### config.mk
export PLATFORM = sky130hd
export DESIGN_NAME = pipe_stage_reg_flat
export DESIGN_NICKNAME = d
export VERILOG_FILES = /design/src/rtl/pipe_pkg.sv /design/src/rtl/pipe_stage_reg_if.sv /design/src/rtl/pipe_slot.sv /design/src/rtl/pipe_stage_reg.sv /design/src/flat_wrapper.sv
export SDC_FILE = /design/constraint.sdc
export NUM_CORES = 1
export LEC_CHECK = 0
export ABC_AREA = 1
export CAP_MARGIN = 15
export CORE_MARGIN = 2
export CORE_UTILIZATION = 45
export CTS_CLUSTER_SIZE = 25
export DETAILED_ROUTE_END_ITERATION = 10
export GPL_TIMING_DRIVEN = 0
export PLACE_DENSITY = 0.78
export SLEW_MARGIN = 20
export SYNTH_ARGS = -nofsm -noshare
export SYNTH_HDL_FRONTEND = slang
export SYNTH_SLANG_ARGS = --single-unit
### constraint.sdc
create_clock -name clk -period 2.65 [get_ports clk]
set_input_delay 0.53 -clock clk [delete_from_list [all_inputs] [get_ports clk]]
set_output_delay 0.53 -clock clk [all_outputs]
set_load 0.005 [all_outputs]
### src/rtl/pipe_pkg.sv
`default_nettype none
// +--------------------------------------------------------------------+
// | Module      : pipe_pkg                                             |
// | Description : Shared definitions for the pipeline stage register:  |
// |               occupancy state enumeration, default payload widths, |
// |               and a state-to-occupancy helper.                     |
// | Revision    : 1.0 - initial release                                |
// +--------------------------------------------------------------------+
package pipe_pkg;

   localparam int C_DATA_W = 32;
   localparam int C_CTRL_W = 8;

   // Encoding equals the number of held entries, so occupancy is the state itself.
   typedef enum logic [1:0] {
      EMPTY = 2'd0,
      ONE   = 2'd1,
      TWO   = 2'd2
   } pipe_state_t;

   function automatic logic [1:0] occ_of(input pipe_state_t s);
      return s;
   endfunction

endpackage
`default_nettype wire

### src/rtl/pipe_stage_reg_if.sv
`default_nettype none
// +--------------------------------------------------------------------+
// | Module      : pipe_stage_reg_if                                    |
// | Description : Handshake bundle of one pipeline stage register.     |
// |               Upstream side : in_valid, in_ready, in_data, in_ctrl |
// |               Downstream    : out_valid, out_ready, out_data,      |
// |                               out_ctrl                             |
// |               Side-band     : flush (kill), occupancy (0..2)       |
// |               slave  = the stage register's view                   |
// |               master = the surrounding pipeline's view             |
// | Revision    : 1.0 - initial release                                |
// +--------------------------------------------------------------------+
interface pipe_stage_reg_if
   import pipe_pkg::*;
#(
   parameter int DATA_W = C_DATA_W,
   parameter int CTRL_W = C_CTRL_W
);
   logic              in_valid;
   logic              in_ready;
   logic [DATA_W-1:0] in_data;
   logic [CTRL_W-1:0] in_ctrl;
   logic              flush;
   logic              out_valid;
   logic              out_ready;
   logic [DATA_W-1:0] out_data;
   logic [CTRL_W-1:0] out_ctrl;
   logic [1:0]        occupancy;

   modport master (
      output in_valid, in_data, in_ctrl, flush, out_ready,
      input  in_ready, out_valid, out_data, out_ctrl, occupancy
   );

   modport slave (
      input  in_valid, in_data, in_ctrl, flush, out_ready,
      output in_ready, out_valid, out_data, out_ctrl, occupancy
   );

endinterface
`default_nettype wire

### src/rtl/pipe_slot.sv
`default_nettype none
// +--------------------------------------------------------------------+
// | Module      : pipe_slot                                            |
// | Description : One payload entry (data + control) with load enable. |
// |               clk - clock, rst - async active-low reset to zero,   |
// |               ld  - capture d on the rising edge, q - held value.  |
// | Revision    : 1.0 - initial release                                |
// +--------------------------------------------------------------------+
module pipe_slot #(
   parameter int W = 40
) (
   input  wire logic         clk,
   input  wire logic         rst,
   input  wire logic         ld,
   input  wire logic [W-1:0] d,
   output logic      [W-1:0] q
);

   logic [W-1:0] r_q;

   always_ff @(posedge clk or negedge rst) begin
      if (!rst) begin
         r_q <= '0;
      end else if (ld) begin
         r_q <= d;
      end
   end

   assign q = r_q;

endmodule
`default_nettype wire

### src/rtl/pipe_stage_reg.sv
`default_nettype none
// +--------------------------------------------------------------------+
// | Module      : pipe_stage_reg                                       |
// | Description : Valid/ready pipeline stage register with optional    |
// |               skid entry and control gating for bubbles.           |
// |               clk - clock, rst - async active-low reset            |
// |               bus - pipe_stage_reg_if.slave (in_*, out_*, flush,   |
// |                     occupancy)                                     |
// | Revision    : 1.0 - initial release                                |
// +--------------------------------------------------------------------+
module pipe_stage_reg
   import pipe_pkg::*;
#(
   parameter int DATA_W    = C_DATA_W,
   parameter int CTRL_W    = C_CTRL_W,
   parameter int SKID      = 1,
   parameter int CTRL_GATE = 1
) (
   input  wire logic       clk,
   input  wire logic       rst,
   pipe_stage_reg_if.slave bus
);

   localparam int c_slot_w = DATA_W + CTRL_W;

   pipe_state_t         r_state;
   pipe_state_t         w_state_nxt;
   logic                w_in_ready;
   logic                w_out_valid;
   logic                w_in_xfer;
   logic                w_out_xfer;
   logic                w_head_ld;
   logic                w_skid_ld;
   logic                w_head_sel_skid;
   logic [c_slot_w-1:0] w_in_word;
   logic [c_slot_w-1:0] w_head_d;
   logic [c_slot_w-1:0] w_head_q;
   logic [c_slot_w-1:0] w_skid_q;

   assign w_in_word   = {bus.in_ctrl, bus.in_data};
   assign w_out_valid = (r_state != EMPTY);

   // With a skid entry, in_ready is a pure function of the registered state so
   // the ready chain is cut here. Without it, a held entry can only be replaced
   // when the downstream consumes it in the same cycle.
   generate
      if (SKID != 0) begin : g_ready_skid
         assign w_in_ready = (r_state != TWO);
      end else begin : g_ready_single
         assign w_in_ready = (r_state == EMPTY) | bus.out_ready;
      end
   endgenerate

   assign w_in_xfer  = bus.in_valid & w_in_ready;
   assign w_out_xfer = w_out_valid & bus.out_ready;

   always_ff @(posedge clk or negedge rst) begin
      if (!rst) begin
         r_state <= EMPTY;
      end else begin
         r_state <= w_state_nxt;
      end
   end

   always_comb begin
      w_state_nxt     = r_state;
      w_head_ld       = 1'b0;
      w_skid_ld       = 1'b0;
      w_head_sel_skid = 1'b0;
      if (bus.flush) begin
         // in_ready still shows the pre-flush state; any accepted input is dropped.
         w_state_nxt = EMPTY;
      end else begin
         case (r_state)
            EMPTY: begin
               if (w_in_xfer) begin
                  w_state_nxt = ONE;
                  w_head_ld   = 1'b1;
               end
            end
            ONE: begin
               if (w_in_xfer && w_out_xfer) begin
                  w_head_ld = 1'b1;
               end else if (w_in_xfer) begin
                  // Only reachable with a skid entry: without one, in_ready in
                  // ONE implies out_ready, so an in-transfer pairs with an out-transfer.
                  w_state_nxt = TWO;
                  w_skid_ld   = 1'b1;
               end else if (w_out_xfer) begin
                  w_state_nxt = EMPTY;
               end
            end
            TWO: begin
               if (w_out_xfer) begin
                  w_state_nxt     = ONE;
                  w_head_ld       = 1'b1;
                  w_head_sel_skid = 1'b1;
               end
            end
            default: begin
               w_state_nxt = EMPTY;
            end
         endcase
      end
   end

   assign w_head_d = w_head_sel_skid ? w_skid_q : w_in_word;

   pipe_slot #(.W(c_slot_w)) u_head (
      .clk (clk),
      .rst (rst),
      .ld  (w_head_ld),
      .d   (w_head_d),
      .q   (w_head_q)
   );

   generate
      if (SKID != 0) begin : g_skid
         pipe_slot #(.W(c_slot_w)) u_skid (
            .clk (clk),
            .rst (rst),
            .ld  (w_skid_ld),
            .d   (w_in_word),
            .q   (w_skid_q)
         );
      end else begin : g_no_skid
         logic w_unused_skid_ld;
         assign w_unused_skid_ld = w_skid_ld;
         assign w_skid_q         = '0;
      end
   endgenerate

   assign bus.in_ready  = w_in_ready;
   assign bus.out_valid = w_out_valid;
   assign bus.out_data  = w_head_q[DATA_W-1:0];
   assign bus.occupancy = occ_of(r_state);

   // A bubble must never present write-back or ecall bits downstream.
   generate
      if (CTRL_GATE != 0) begin : g_ctrl_gate
         assign bus.out_ctrl = w_out_valid ? w_head_q[c_slot_w-1:DATA_W] : '0;
      end else begin : g_ctrl_raw
         assign bus.out_ctrl = w_head_q[c_slot_w-1:DATA_W];
      end
   endgenerate

endmodule
`default_nettype wire

### src/flat_wrapper.sv
// flat-port wrapper written by rule: the top's interface ports become plain ports
module pipe_stage_reg_flat import pipe_pkg::*;
#(
   parameter int DATA_W    = C_DATA_W,
   parameter int CTRL_W    = C_CTRL_W,
   parameter int SKID      = 1,
   parameter int CTRL_GATE = 1
)
  (clk, rst, bus_in_valid, bus_in_data, bus_in_ctrl, bus_flush, bus_out_ready, bus_in_ready, bus_out_valid, bus_out_data, bus_out_ctrl, bus_occupancy);
  pipe_stage_reg_if #(.DATA_W(DATA_W), .CTRL_W(CTRL_W)) bus_i ();
  input  wire logic clk;
  input  wire logic rst;
  input wire logic [$bits(bus_i.in_valid)-1:0] bus_in_valid;
  input wire logic [$bits(bus_i.in_data)-1:0] bus_in_data;
  input wire logic [$bits(bus_i.in_ctrl)-1:0] bus_in_ctrl;
  input wire logic [$bits(bus_i.flush)-1:0] bus_flush;
  input wire logic [$bits(bus_i.out_ready)-1:0] bus_out_ready;
  output wire logic [$bits(bus_i.in_ready)-1:0] bus_in_ready;
  output wire logic [$bits(bus_i.out_valid)-1:0] bus_out_valid;
  output wire logic [$bits(bus_i.out_data)-1:0] bus_out_data;
  output wire logic [$bits(bus_i.out_ctrl)-1:0] bus_out_ctrl;
  output wire logic [$bits(bus_i.occupancy)-1:0] bus_occupancy;
  assign bus_i.in_valid = bus_in_valid;
  assign bus_i.in_data = bus_in_data;
  assign bus_i.in_ctrl = bus_in_ctrl;
  assign bus_i.flush = bus_flush;
  assign bus_i.out_ready = bus_out_ready;
  assign bus_in_ready = bus_i.in_ready;
  assign bus_out_valid = bus_i.out_valid;
  assign bus_out_data = bus_i.out_data;
  assign bus_out_ctrl = bus_i.out_ctrl;
  assign bus_occupancy = bus_i.occupancy;
  pipe_stage_reg #(.DATA_W(DATA_W), .CTRL_W(CTRL_W), .SKID(SKID), .CTRL_GATE(CTRL_GATE)) u_core (.clk(clk), .rst(rst), .bus(bus_i));
endmodule
# Word-level counts from Yosys, hierarchy flattened
# Cells that the tools add are included.
# word_totals
ff_bits	82
input_bits	45
output_inout_bits	44
word_cells	35
# classes
n_eq_ne	7
mux	19
bitwise	2
reduce_logical	4
# ops
op	n
40-bit two-way mux	1
2-bit two-way mux	6
1-bit two-way mux	9
8-bit two-way mux	1
3-bit by 2-bit != test with 1-bit output, second input constant	2
2-bit case mux with 3 select lines	1
4-bit by 2-bit != test with 1-bit output, second input constant	1
4-bit AND reduction	1
3-bit != test, second input constant	1
1-bit case mux with 3 select lines	1
1-bit bitwise AND	2
2-bit by 1-bit equality test with 1-bit output, second input constant	1
2-bit equality test, second input constant	1
2-bit zero test	1
2-bit != test, second input constant	1
2-bit nonzero test	1
1-bit logical AND	1

# Longest topological paths before layout
# Gate-level depths: netlist of run 1.
# depth
ltp_word	7
depth_mapped	8
ltp_nobuf	7

# Hierarchy
# A second synthesis of run 1 with hierarchy kept.
# hier_totals
cells_unflattened	513
area_unflattened_um2	4301.6
# modules_own_cells
module	instances	cells_per_inst	area_per_inst_um2	seq_area_each_um2
pipe_slot	2	170	1605.3	1001.0
pipe_stage_reg	1	173	1091.0	50.0

# Worst setup path after synthesis of run 1
# No wires, ideal clock.
# synth_timing
kind	input -> register
from	input bus_flush
to	register u_core.u_head.r_q[33] (netlist: u_core.u_head.q[33])
setup_ns	0.116
t_arrival_ns	1.244
t_required_ns	2.534
setup_slack_ns	1.290
stages	7
path_buffers	1
cell_sequence	nor2_1 > nand2_1 > buf_2 > nand2_1 > nand2_1 > nand2_1 > nand2_1
# synth_between
elab_chain_cells	2
word_cells_on_any_way	3
cone_classes	3 x mux
# synth_lines
element	line	source
from (decl)	flat_wrapper.sv:16	input wire logic [$bits(bus_i.flush)-1:0] bus_flush;
1-bit two-way mux	pipe_stage_reg.sv:70	if (bus.flush) begin
40-bit two-way mux	pipe_stage_reg.sv:107	assign w_head_d = w_head_sel_skid ? w_skid_q : w_in_word;
to (signal assigned)	pipe_slot.sv:23	r_q <= '0;
to (signal assigned)	pipe_slot.sv:25	r_q <= d;
to (decl)	pipe_slot.sv:19	logic [W-1:0] r_q;
# Several ways; a longest one is shown, not always the timed one.
# A chain may end at the register's enable or synchronous reset.

# Final worst setup path of run 1
# layout_timing
from	register u_core.r_state[1] (netlist: u_core.bus.occupancy[1])
to	output bus_out_ctrl[7]
# layout_between
elab_chain_cells	2
# layout_lines
element	line	source
from (decl)	pipe_stage_reg.sv:26	pipe_state_t r_state;
from (signal assigned)	pipe_stage_reg.sv:61	r_state <= w_state_nxt;
2-bit nonzero test	pipe_stage_reg.sv:41	assign w_out_valid = (r_state != EMPTY);
8-bit two-way mux	pipe_stage_reg.sv:141	assign bus.out_ctrl = w_out_valid ? w_head_q[c_slot_w-1:DATA_W] : '0;
to (decl)	flat_wrapper.sv:21	output wire logic [$bits(bus_i.out_ctrl)-1:0] bus_out_ctrl;
# Every way passes these cells.

==> out/qor.json, run 1 <==
{
  "drt_first_iter_violations": 188,
  "post_cts_setup_buffers": 0,
  "critical_path.cell_chain": "nor2_2 -> nor2_1 -> clkdlybuf4s50_1",
  "r2r-start": "u_core.bus.occupancy[0]$_DFFE_PN0P_",
  "fin_crit_sh_pct": 86.9,
  "utilization_pct": 59.5,
  "yosys.cell_types.count": 13,
  "leakage_power_nw": 2.93,
  "pin_count": 89,
  "crit_start_category": "flip-flop",
  "worst-path-stages": 3,
  "drt_wl_total_mm": 9.94,
  "hold_viol_final": 0,
  "drv_cap": 0,
  "hp-class": "in2async",
  "mapped_area_mm2": 0.00414,
  "pre_cts_ws_ns": 0.430,
  "clock_network_fraction_of_design_power_pct": 23.3,
  "remaining_drc_errors": 0,
  "switching_share_of_power_pct": 29.3,
  "cts_tree": "done",
  "postSynthCellCount": 555,
  "combPwrFrac_pct": 30.3,
  "post_detail_place_hpwl_mm": 7.01,
  "power.share.sequential_pct": 46.4,
  "first_global_vias": 3746,
  "timing.clock.skew_ns": 0.0125,
  "grt_setup_unrepaired": "false",
  "cts_max_level": 3,
  "grt_overflow_total": 0,
  "path_class": "reg2out",
  "slew_headroom_pct": 67.8,
  "ctsResizeCount": 0,
  "report.final.setup_viol": 0,
  "routedWlPerCell_um": 12.9,
  "ratio_of_cells_with_drive_above_1_in_the_final_layout_pct": 13.2,
  "starting_density_pct": 45.7,
  "dr.pass1.iters": 7,
  "insertion_delay_ns": 0.34,
  "antenna-diode-count": 0,
  "finalMaxSlewViolations": 0,
  "finalWeightedCongestion": 0.870,
  "grt_first_pass_wirelength_mm": 17.0,
  "worstSetupEndpointType": "output pin",
  "power_report.internal_total_mw": 2.91,
  "finalNonFillerCells": 769,
  "cp_data_required_time_ns": 2.12,
  "port_buffers": 88,
  "fp.coreArea_mm2": 0.00906,
  "worstPathMaxFanout": 9,
  "clk_pin_slew_ns": 0.08,
  "setup.worst_path.start": "u_core.bus.occupancy[1]$_DFFE_PN0P_",
  "tightest_slew_ns": 0.481,
  "timing.critical_path.arrival_ns": 1.77,
  "synth_area_per_inst_um2": 7.46,
  "final_net_count": 700,
  "placed_cells_incl_taps": 755,
  "detailroute.via_count": 3856,
  "power_switching_mw": 1.20,
  "layout.cells.most_common_list": "nand2_1, clkdlybuf4s50_1, nand3_1",
  "cts_made_buffers": 9,
  "num_rows": 35,
  "library_cell_occupying_the_most_area_in_the_post_synthesis_netlist": "dfrtp_1",
  "yosys-top-cells-area": "dfrtp_1, nand2_1, nand3_1",
  "final_common_cell": "nand2_1",
  "max-clock-path-buffers": 2,
  "timing.fmax_mhz": 434,
  "critical_path.endpoint": "bus_out_ctrl[7]",
  "yosysSeqAreaShare_pct": 49.5,
  "critical_path.max_stage_delay_ns": 0.46,
  "reg2reg_depth": 7,
  "crit_slowest_cell": "dfrtp_1",
  "antenna_violations_before_repair": 0,
  "post-synth-top-area-fraction_pct": 49.5,
  "outcome": "finished clean",
  "hold_slack_ns": 0.144,
  "power_density_mw_per_mm2": 763,
  "yosys_register_bits": 82,
  "clock_tree_root_buffer_cell": "clkbuf_8",
  "ir_drop_worst_vdd_mv": 0.397,
  "postLayoutSetupSlackWorst_ns": 0.347,
  "postCtsHoldBufs": 0,
  "critPathBufInv": 1,
  "grt_max_degree": 49,
  "die_area_mm2": 0.00999,
  "dieHeight_um": 100,
  "die-width_um": 100,
  "via_per_inst": 5.01,
  "final_antenna_net_count": 0,
  "numClockSinks": 82,
  "crit_family": "simple AND/OR/NAND/NOR gates",
  "reg2reg_slack_ns": 1.04,
  "yosysWarningCount": 0,
  "layout.filler_cells": 824,
  "crit-reg2reg-capture": "u_core.u_head.q[32]$_DFFE_PN0P_",
  "finalCriticalPeriod_ns": 2.30,
  "synth.net_count": 600,
  "area_growth_syn_to_layout_pct": 30.2,
  "setup-tns-final_ns": 0,
  "grt_util_all_layers_pct": 21.0
}
cell families after synthesis:
kind of cell,Yosys count,synth area share (%)
buf+inv,79,11.6
flops,82,49.5
simple gates,394,38.8
state kept, by name (all words and copies together) (netlist names):
name	flops
u_core.bus.occupancy	2
u_core.u_head.q	40
u_core.g_skid.u_skid.q	40
cell usage after synthesis:
library cell / count
nand2_1: 293
nand3_1: 85
dfrtp_1: 82
buf_4: 32
buf_2: 28
inv_1: 13
nor2_1: 10
buf_6: 4
nor2_2: 3
inv_2: 2
nand2_2: 1
nand3_2: 1
nor2_4: 1
metal layers:
metal  vias to the layer above  wire, µm  track usage (%)
met5                         -         0                0
met4                         0       247             9.06
met3                        28       704             2.99
met2                       161      4680             34.6
met1                      1785      4310             27.9
li1                       1882         -                -
power groups by stage:
stage	clock (mW)	combinational (mW)	sequential, mW
2_1_floorplan	0	0.725	1.87
3_3_place_gp	0	1.21	1.91
3_5_place_dp	0	1.25	1.93
4_1_cts	0.979	1.26	1.91
5_1_grt	1.04	1.41	1.96
6_report	0.959	1.25	1.91
cell type report:
class / count / area, µm² / share of cell area [%]
well taps: 111 / 139 / 2.57
clock buffers: 11 / 141 / 2.62
clock inverters: 3 / 65.1 / 1.21
flip-flops and latches: 82 / 2050 / 38.0
repair buffers: 89 / 906 / 16.8
plain buffers: 64 / 425 / 7.89
multi-input cells: 394 / 1610 / 29.8
inverters: 15 / 56.3 / 1.04
metrics by stage:
stage                     instance area (µm²)  power (mW)
after CTS                                5390        4.15
after detailed placement                 5190        3.18
final                                    5390        4.12
after floorplan                          4140        2.59
after global routing                     5390        4.41
after global placement                   5160        3.12
worst min-delay path by stage:
stage / endpoint
6_report: u_core.u_head.q[35]$_DFFE_PN0P_
5_1_grt: u_core.u_head.q[35]$_DFFE_PN0P_
2_1_floorplan: u_core.bus.occupancy[0]$_DFFE_PN0P_
3_5_place_dp: u_core.g_skid.u_skid.q[13]$_DFFE_PN0P_
3_3_place_gp: u_core.g_skid.u_skid.q[16]$_DFFE_PN0P_
4_1_cts: u_core.u_head.q[35]$_DFFE_PN0P_
No activity file was read; power rests on OpenSTA's default activity.
==> run 2: changes to the inputs <==
CELL_PAD_IN_SITES_DETAIL_PLACEMENT = 0   (was not set)
CELL_PAD_IN_SITES_GLOBAL_PLACEMENT = 2   (was not set)
CORE_UTILIZATION = 31   (was 45)
GPL_TIMING_DRIVEN = not set   (was 0)
PLACE_DENSITY = 0.92   (was 0.78)
==> out/qor.json, run 2 (synthesis results as in run 1) <==
{
  "path_class": "reg2out",
  "timing.fmax_mhz": 426,
  "finalMaxSlewViolations": 0,
  "drt_first_iter_violations": 302,
  "fin_crit_sh_pct": 88.6,
  "postCtsHoldBufs": 0,
  "antenna_violations_before_repair": 0,
  "dieHeight_um": 120,
  "timing.clock.skew_ns": 0.00783,
  "die_area_mm2": 0.0143,
  "final_antenna_net_count": 0,
  "grt_first_pass_wirelength_mm": 18.3,
  "finalWeightedCongestion": 0.784,
  "die-width_um": 120,
  "insertion_delay_ns": 0.33,
  "critPathBufInv": 1,
  "clk_pin_slew_ns": 0.06,
  "grt_overflow_total": 0,
  "cp_data_required_time_ns": 2.12,
  "critical_path.max_stage_delay_ns": 0.47,
  "ratio_of_cells_with_drive_above_1_in_the_final_layout_pct": 6.72,
  "grt_util_all_layers_pct": 16.3,
  "drt_wl_total_mm": 11.0,
  "slew_headroom_pct": 53.6,
  "port_buffers": 88,
  "power_mw": 4.27,
  "post_cts_setup_buffers": 0,
  "grt_max_degree": 52,
  "tightest_slew_ns": 0.697,
  "dr.pass1.iters": 4,
  "clock_tree_root_buffer_cell": "clkbuf_16",
  "ctsResizeCount": 0,
  "setup.worst_path.start": "u_core.bus.occupancy[0]$_DFFE_PN0P_",
  "pin_count": 89,
  "numClockSinks": 82,
  "hp-class": "in2async",
  "first_global_vias": 3597,
  "ir_drop_worst_vdd_mv": 0.288,
  "post_detail_place_hpwl_mm": 7.23,
  "report.final.setup_viol": 0,
  "setup-tns-final_ns": 0,
  "outcome": "finished clean",
  "final_net_count": 651,
  "layout.cells.most_common_list": "nand2_1, clkdlybuf4s50_1, nand3_1",
  "finalCriticalPeriod_ns": 2.35,
  "crit_slowest_cell": "dfrtp_1",
  "crit_start_category": "flip-flop",
  "cts_made_buffers": 9,
  "critical_path.cell_chain": "nor2_2 -> nor2_1 -> clkdlybuf4s50_1",
  "starting_density_pct": 31.5,
  "detailroute.via_count": 3575,
  "hold_viol_final": 0,
  "timing.critical_path.arrival_ns": 1.82,
  "drv_cap": 0,
  "cts_max_level": 3,
  "worstPathMaxFanout": 9,
  "grt_setup_unrepaired": "false",
  "routedWlPerCell_um": 14.0,
  "area_growth_syn_to_layout_pct": 27.1,
  "reg2reg_depth": 7,
  "leakage_power_nw": 2.73,
  "crit-reg2reg-capture": "u_core.g_skid.u_skid.q[34]$_DFFE_PN0P_",
  "via_per_inst": 4.55,
  "crit_family": "simple AND/OR/NAND/NOR gates",
  "power_density_mw_per_mm2": 812,
  "num_rows": 42,
  "worstSetupEndpointType": "output pin",
  "max-clock-path-buffers": 2,
  "reg2reg_slack_ns": 0.99,
  "cts_tree": "done",
  "r2r-start": "u_core.bus.occupancy[1]$_DFFE_PN0P_",
  "fp.coreArea_mm2": 0.0131,
  "final_common_cell": "nand2_1",
  "antenna-diode-count": 0,
  "remaining_drc_errors": 0
}
-- run 2: worst max-delay path by stage --
| stage | to | slack, ns | depth (start not counted) |
|---|---|---|---|
| 5_1_grt | bus_out_ctrl[0] | 0.16 | 3 |
| 2_1_floorplan | u_core.u_head.q[33]$_DFFE_PN0P_ | 1.29 | 7 |
| 6_report | bus_out_ctrl[0] | 0.30 | 3 |
| 3_3_place_gp | u_core.u_head.q[8]$_DFFE_PN0P_ | 0.49 | 7 |
| 3_5_place_dp | u_core.u_head.q[8]$_DFFE_PN0P_ | 0.48 | 7 |
| 4_1_cts | bus_out_ctrl[0] | 0.24 | 3 |
-- run 2: routing by layer --
layer | share of wire, % | track usage [%]
met5 | 0 | 0
met1 | 47 | 21.9
met4 | 2.3 | 6.99
met2 | 46 | 25.6
met3 | 4.9 | 3.18
-- run 2: area by class of cell --
class	count	area, µm²
well taps	176	220
multi-input cells	394	1640
repair buffers	104	998
flip-flops and latches	82	2050
clock inverters	3	65.1
clock buffers	12	236
inverters	15	56.3
fillers	1400	7870
-- run 2: where the power goes --
part / internal (mW) / leakage, nW / switching (mW) / total [mW]
clock: 0.820 / 0.147 / 0.480 / 1.30
sequential: 1.68 / 1.03 / 0.232 / 1.91
combinational: 0.535 / 1.56 / 0.528 / 1.06
-- run 2: metrics by stage --
step	instance area (µm²)	hold slack [ns]	utilization (%)	setup WS [ns]	cells
after floorplan	4140	0.234	-	1.29	555
after global placement	4960	0.453	37.8	0.493	771
after detailed placement	4960	0.459	37.8	0.476	771
after CTS	5270	0.271	40.1	0.242	786
after global routing	5270	0.297	40.1	0.164	786
final	5270	0.235	40.1	0.302	786
==> run 3: changes to the inputs <==
CORE_MARGIN = 10   (was 2)
SKIP_CTS_REPAIR_TIMING = 1   (was not set)
==> out/qor.json, run 3 (synthesis results as in run 1) <==
{
  "area_growth_syn_to_layout_pct": 26.9,
  "crit_family": "simple AND/OR/NAND/NOR gates",
  "postLayoutSetupSlackWorst_ns": 0.282,
  "path_class": "reg2out",
  "dr.pass1.iters": 4,
  "timing.critical_path.arrival_ns": 1.84,
  "power_density_mw_per_mm2": 808,
  "clk_pin_slew_ns": 0.06,
  "fin_crit_sh_pct": 89.4,
  "grt_setup_unrepaired": "false",
  "ir_drop_worst_vdd_mv": 0.264,
  "antenna_violations_before_repair": 0,
  "hold_viol_final": 0,
  "max-clock-path-buffers": 2,
  "crit_start_category": "flip-flop",
  "critical_path.max_stage_delay_ns": 0.48,
  "hp-class": "in2async",
  "remaining_drc_errors": 0,
  "starting_density_pct": 31.4,
  "timing.fmax_mhz": 422,
  "final_net_count": 647,
  "routedWlPerCell_um": 14.3,
  "drt_first_iter_violations": 260,
  "fp.coreArea_mm2": 0.0132,
  "switching_share_of_power_pct": 29.6,
  "cp_data_required_time_ns": 2.12,
  "port_buffers": 88,
  "critical_path.cell_chain": "nor2_2 -> nor2_1 -> clkdlybuf4s50_1",
  "power_report.internal_total_mw": 2.99,
  "crit_slowest_cell": "dfrtp_1",
  "pre_cts_ws_ns": 0.311,
  "via_per_inst": 4.45,
  "grt_util_all_layers_pct": 12.7,
  "ratio_of_cells_with_drive_above_1_in_the_final_layout_pct": 6.26,
  "layout.cells.most_common_list": "nand2_1, clkdlybuf4s50_1, nand3_1",
  "final_antenna_net_count": 0,
  "timing.clock.skew_ns": 0.00649,
  "critPathBufInv": 1,
  "drt_wl_total_mm": 11.2,
  "detailroute.via_count": 3486,
  "slew_headroom_pct": 34.8,
  "report.final.setup_viol": 0,
  "outcome": "finished clean",
  "combPwrFrac_pct": 24.9,
  "die-width_um": 136,
  "clock_network_fraction_of_design_power_pct": 30.1,
  "die_area_mm2": 0.0184,
  "worstPathMaxFanout": 9,
  "finalCriticalPeriod_ns": 2.37,
  "insertion_delay_ns": 0.35,
  "antenna-diode-count": 0,
  "finalNonFillerCells": 783,
  "dieHeight_um": 136,
  "setup-tns-final_ns": 0,
  "drv_cap": 0,
  "power_switching_mw": 1.26,
  "final_common_cell": "nand2_1",
  "cts_tree": "done",
  "finalMaxSlewViolations": 0,
  "worstSetupEndpointType": "output pin",
  "post_detail_place_hpwl_mm": 7.50,
  "clock_tree_root_buffer_cell": "clkbuf_16",
  "cts_max_level": 3,
  "finalWeightedCongestion": 0.772,
  "numClockSinks": 82,
  "tightest_slew_ns": 0.976,
  "grt_first_pass_wirelength_mm": 18.4,
  "cts_made_buffers": 9,
  "power.share.sequential_pct": 45.0,
  "first_global_vias": 3559,
  "pin_count": 89,
  "hold_slack_ns": 0.177,
  "placed_cells_incl_taps": 767,
  "num_rows": 42,
  "leakage_power_nw": 2.73,
  "grt_max_degree": 45,
  "grt_overflow_total": 0,
  "power_mw": 4.25
}
==> run 3: cell count changes in the layout (fill, tap and decap cells not counted), sizes merged <==
cell / previous run / this run
bufinv: 2 / 1
clkbuf: 12 / 14
buf: 17 / 13
==> run 3: final timing paths <==
check,startpoint,endpoint,depth (start not counted),slack [ns]
min in group clk,u_core.g_skid.u_skid.q[13]$_DFFE_PN0P_,u_core.g_skid.u_skid.q[13]$_DFFE_PN0P_,2,0.47
min,rst,u_core.u_head.q[32]$_DFFE_PN0P_,1,0.18
max in group asynchronous,rst,u_core.u_head.q[17]$_DFFE_PN0P_,2,1.85
max,u_core.bus.occupancy[0]$_DFFE_PN0P_,bus_out_ctrl[0],3,0.28
max reg2reg,u_core.bus.occupancy[0]$_DFFE_PN0P_,u_core.g_skid.u_skid.q[11]$_DFFE_PN0P_,5,0.48
min reg2reg,u_core.g_skid.u_skid.q[13]$_DFFE_PN0P_,u_core.g_skid.u_skid.q[13]$_DFFE_PN0P_,2,0.47
==> run 3: per-layer routing <==
| layer | vias up | track usage [%] | routed length, µm |
|---|---|---|---|
| li1 | 1782 | - | - |
| met3 | 12 | 3.71 | 659 |
| met2 | 72 | 20.2 | 5330 |
| met4 | 0 | 5.92 | 235 |
| met5 | - | 0 | 0 |
| met1 | 1620 | 15.3 | 5010 |
==> run 3: through the flow <==
step | utilization (%) | area (µm²)
global placement | 37.6 | 4960
detailed placement | 37.6 | 4960
floorplan | - | 4140
finish | 39.9 | 5260
CTS | 39.9 | 5260
global route | 39.9 | 5260
==> run 3: power groups by stage <==
stage	Clock (mW)	Sequential [mW]	Combinational (mW)
2_1_floorplan	0	1.87	0.725
3_3_place_gp	0	1.91	1.06
3_5_place_dp	0	1.93	1.08
4_1_cts	1.31	1.91	1.09
5_1_grt	1.36	1.97	1.23
6_report	1.28	1.91	1.06
==> run 3: area by class of cell <==
cell class	count	area, µm²
clock buffer	14	264
clock inverter	2	35.0
fill	1362	7930
inverter	15	56.3
multi-input combinational	394	1640
sequential	82	2050
tap	176	220
timing repair buffer	100	993
